===== config.mk =====
export PLATFORM = sky130hd
export DESIGN_NAME = scalar_product_sched
export DESIGN_NICKNAME = d
export VERILOG_FILES = /design/src/rtl/scalar_product_sched.sv
export SDC_FILE = /design/constraint.sdc
export NUM_CORES = 1
export LEC_CHECK = 0
export ABC_AREA = 0
export CAP_MARGIN = 20
export CORE_MARGIN = 10
export CORE_UTILIZATION = 40
export DETAILED_ROUTE_END_ITERATION = 16
export PLACE_DENSITY = 0.82
export SYNTH_ARGS = -nofsm -noshare
export SYNTH_HDL_FRONTEND = slang
export SYNTH_SLANG_ARGS = --single-unit

===== constraint.sdc =====
create_clock -name clk -period 12.15 [get_ports clk]
set_input_delay 2.43 -clock clk [delete_from_list [all_inputs] [get_ports clk]]
set_output_delay 2.43 -clock clk [all_outputs]
set_load 0.02 [all_outputs]

===== src/rtl/scalar_product_sched.sv =====
// rtl/scalar_product_sched.sv - time-multiplexes one multiply lane array over a vector pair and accumulates the dot product
module scalar_product_sched #(
   parameter int Nbits = 4,
   parameter int Ndata = 8,
   parameter int Nmul  = 2,
   localparam int L  = Ndata / Nmul,
   localparam int DW = 2*Nbits + $clog2(Ndata)
) (
   input  logic                     clk,
   input  logic                     reset,
   input  logic                     in_valid,
   output logic                     in_ready,
   input  logic [Ndata*Nbits-1:0]   A,
   input  logic [Ndata*Nbits-1:0]   B,
   output logic [L*Nbits-1:0]       multiplier,
   output logic [L*Nbits-1:0]       multiplicand,
   input  logic [L*2*Nbits-1:0]     mult_out,
   output logic                     out_valid,
   input  logic                     out_ready,
   output logic [Ndata*2*Nbits-1:0] prod_vec,
   output logic [DW-1:0]            dot,
   output logic                     busy
);
   localparam int VW = Ndata*Nbits;
   localparam int CW = L*Nbits;
   localparam int PW = Ndata*2*Nbits;
   localparam int PC = L*2*Nbits;
   localparam int IW = (Nmul > 1) ? $clog2(Nmul) : 1;

   if (Nmul < 1 || Nmul > Ndata || (Ndata % Nmul) != 0) begin : g_bad_params
      $error("scalar_product_sched: Nmul must divide Ndata and lie in 1..Ndata");
   end

   typedef enum logic [1:0] {IDLE, RUN, DONE} state_t;

   state_t           state, state_nx;
   logic [IW-1:0]    idx;
   logic [VW-1:0]    a_sh, b_sh;
   logic [DW-1:0]    lane_sum;
   logic [PW+PC-1:0] prod_cat;
   logic             last_pass;

   assign last_pass = (idx == IW'(Nmul - 1));
   assign prod_cat  = {mult_out, prod_vec};

   always_comb begin
      lane_sum = '0;
      for (int i = 0; i < L; i++)
         lane_sum = lane_sum + DW'(mult_out[i*2*Nbits +: 2*Nbits]);
   end

   always_ff @(posedge clk or posedge reset) begin
      if (reset) state <= IDLE;
      else       state <= state_nx;
   end

   always_comb begin
      state_nx  = state;
      in_ready  = 1'b0;
      out_valid = 1'b0;
      busy      = 1'b0;
      case (state)
         IDLE: begin
            in_ready = 1'b1;
            if (in_valid) state_nx = RUN;
         end
         RUN: begin
            busy = 1'b1;
            if (last_pass) state_nx = DONE;
         end
         DONE: begin
            busy      = 1'b1;
            out_valid = 1'b1;
            if (out_ready) state_nx = IDLE;
         end
         default: state_nx = IDLE;
      endcase
   end

   // Chunk 0 goes straight to the lanes; the rest waits in the shift registers.
   always_ff @(posedge clk or posedge reset) begin
      if (reset) begin
         a_sh         <= '0;
         b_sh         <= '0;
         multiplier   <= '0;
         multiplicand <= '0;
         prod_vec     <= '0;
         dot          <= '0;
         idx          <= '0;
      end else begin
         case (state)
            IDLE: begin
               if (in_valid) begin
                  a_sh         <= A >> CW;
                  b_sh         <= B >> CW;
                  multiplier   <= A[CW-1:0];
                  multiplicand <= B[CW-1:0];
                  dot          <= '0;
                  idx          <= '0;
               end
            end
            RUN: begin
               prod_vec <= prod_cat[PW+PC-1 -: PW];
               dot      <= dot + lane_sum;
               if (last_pass) begin
                  multiplier   <= '0;
                  multiplicand <= '0;
               end else begin
                  multiplier   <= a_sh[CW-1:0];
                  multiplicand <= b_sh[CW-1:0];
                  a_sh         <= a_sh >> CW;
                  b_sh         <= b_sh >> CW;
                  idx          <= idx + 1'b1;
               end
            end
            default: ;
         endcase
      end
   end
endmodule


==> results.yml <==
die:
  fp-row-count: 46
  die_w_um: 148.6
  die_h_um: 148.6
  core_um2: 16060
  pin_count: 210
  die-area_um2: 22070
  start_util_pct: 41.16
synth:
  yosysTopAreaCellShare_pct: 53.76
  syn-num-nets: 686
  ys_dominant_reg_cell: "dfrtp_1"
  yosys-top-cells-count: "dfrtp_1, inv_1, mux2_2"
  synth_edf_count: 0
  synthTopCellsByArea: "dfrtp_1, mux2_2, fa_1"
  yosysMostFrequentCell: "dfrtp_1"
  synth.largest_area_cell: "dfrtp_1"
  synth-seq-cells: 142
  yosysWarnings: 0
  synth.cell_area_um2: 6610
  synth-seq-area-share_pct: 53.76
  yosysUniqueCellTypes: 34
  synthArstFlopShare_pct: 100.0
  syn_avg_cell_area_um2: 12.11
  netlist_instances: 546
critical_path:
  critPathMaxStageDelay_ns: 0.57
  reg2reg_depth: 11
  path_cells: "clkdlybuf4s50_1 > inv_1 > fa_1 > fa_1 > fa_1 > inv_1 > ha_1 > fa_1 > a21o_1 > a21oi_1 > o21bai_1 > a221oi_2 > xor2_1 > o21ai_0"
  worstSetupPathType: "in2reg"
  cpMostUsedCell: "fa_1"
  crit_required_ns: 12.44
  cp_top_family: "adder cells"
  timing.rr.end: "dot[9]$_DFFE_PP0P_"
  cp_data_arrival_time_ns: 6.20
  start_kind: "input pin"
  crit_fanout: 2
  r2r-start: "dot[1]$_DFFE_PP0P_"
  endpoint_kind: "flip-flop"
  critPathBufInv: 3
  reg2reg_slack_ns: 9.33
  worst_path_max_delay_cell: "fa_1"
drt:
  drt-pass1-iter-count: 4
  first_iter_violations: 243
  via_count: 4795
  wl_per_cell_um: 18.23
  drc: 0
  wl_um: 17830
  viasPerCell: 4.903
  drtAntennaViolNets: 0
cts:
  ctsRootBufferMaster: "clkbuf_16"
  postCtsHoldBufs: 0
  tritoncts: "built"
  clk_pin_slew_ns: 0.06
  cts_buffer_depth: 2
  cts.sinks: 142
  insertion_delay_ns: 0.42
  cts_htree_levels: 4
  cts_setup_buffers: 0
  numCtsBuffers: 17
  ctsResizeCount: 0
final_layout:
  syn_to_final_growth_pct: 43.73
  final_area_um2: 9500
  diodes: 0
  fin_nets: 889
  fin_cells: 978
  final_layout_size_suffix_gt1_share_pct: 14.57
  final.fill_count: 1303
  post-route-util_pct: 59.16
power_and_ir_drop:
  power_density_nw_per_um2: 296.5
  total_power_mw: 2.817
  peakVddDrop_uv: 148.0
  leakagePower_nw: 4.316
worst_hold_path:
  worstHoldStart: "multiplier[2]$_DFFE_PP0P_"
  min_path_type: "reg2reg"
  min_to: "multiplier[2]$_DFFE_PP0P_"
  hold_path_depth: 2
grt:
  grt_max_degree: 73
  grt_pass1_vias: 5027
  track_usage_pct: 16.20
  grt_remaining_overflow: 0
  antenna_found_initial: 0
  grt_pass1_wl_um: 27880
placement:
  dp.cells: 946
  dpl_cell_area_um2: 8891
  place.gp.congestion: 0.7829
  hpwl_um: 13170
  io_buffers: 209
  preCtsSetupSlack_ns: 5.786
sta:
  fin_crit_ns: 5.914
  postLayoutSetupSlackWorst_ns: 6.236
  relSlewSlack_pct: 36.37
  setup_viol: 0
  final_max_slew_viol_count: 0
  hold_viol_final: 0
  finalCritPeriodShare_pct: 48.68
  clock_skew_ns: 0.006904
  setup_tns_ns: 0
  holdWs_ns: 0.4787
  fmax_ghz: 0.1691
  rsz0062_at_grt: "false"
  tightest_slew_ns: 0.9545
job:
  maxCapViolCount: 0
outcome:
  status: "finished clean"
## routing by layer
layer	track usage [%]	vias to the layer above	part of all wire, %
li1	-	2260	-
met1	18.28	2384	39
met2	28.17	128	53
met3	5.006	23	5.9
met4	5.847	0	1.6
met5	0	-	0
## worst max path at each step
stage | start | to | slack (ns) | depth (start not counted)
floorplan | reset | a_sh[0]$_DFFE_PP0P_ | 5.91 | 1
global placement | mult_out[1] | dot[9]$_DFFE_PP0P_ | 5.85 | 14
detailed placement | mult_out[1] | dot[9]$_DFFE_PP0P_ | 5.79 | 14
CTS | mult_out[1] | dot[9]$_DFFE_PP0P_ | 6.23 | 14
global route | mult_out[1] | dot[9]$_DFFE_PP0P_ | 6.05 | 14
finish | mult_out[1] | dot[9]$_DFFE_PP0P_ | 6.24 | 14
## sequential cells by signal, summed over array words and instances, names as in the netlist
register,cells
multiplier,16
a_sh,16
b_sh,16
multiplicand,16
prod_vec,64
dot,11
idx,1
state,2
## worst min-delay path, cell delays in order (launching register included)
cell     delay [ns]
dfrtp_1        0.34
nand2_1        0.04
o21ai_0        0.06
## layout by cell type, fill, tap and decap left out, types with 7 or more instances in the layout
| master | n |
|---|---|
| clkdlybuf4s50_1 | 209 |
| dfrtp_1 | 142 |
| inv_1 | 74 |
| mux2_2 | 65 |
| nand2_1 | 45 |
| o21ai_0 | 40 |
| a22o_1 | 35 |
| a22oi_1 | 32 |
| fa_1 | 23 |
| clkbuf_16 | 17 |
| ha_1 | 16 |
| a21oi_1 | 8 |
| inv_6 | 7 |
## layout make-up
type	instances	area (um^2)	share of cell area, %
well taps	216	270.3	2.845
inverters	75	286.5	3.016
repair buffers	214	2130	22.42
clock inverters	15	183.9	1.936
multi-input cells	299	2651	27.91
clock buffers	17	425.4	4.478
flip-flops and latches	142	3553	37.40
## cell families after synthesis
| logic type | count (synthesis) | share of synthesized area (%) |
|---|---|---|
| flip-flops | 142 | 53.76 |
| buffers and inverters | 105 | 6.549 |
| adder cells (fa/ha/maj) | 40 | 10.18 |
| multiplexers | 67 | 11.38 |
| AND/OR/NAND/NOR | 60 | 3.862 |
| XOR/XNOR | 7 | 0.9275 |
| AO/OA/AOI/OAI | 125 | 13.34 |
## power breakdown
part | total (mW) | internal [mW] | switching [mW]
combinational | 1.45 | 0.694 | 0.755
clock | 0.540 | 0.326 | 0.213
sequential | 0.828 | 0.695 | 0.133
Power figures use the tool's default switching activity.
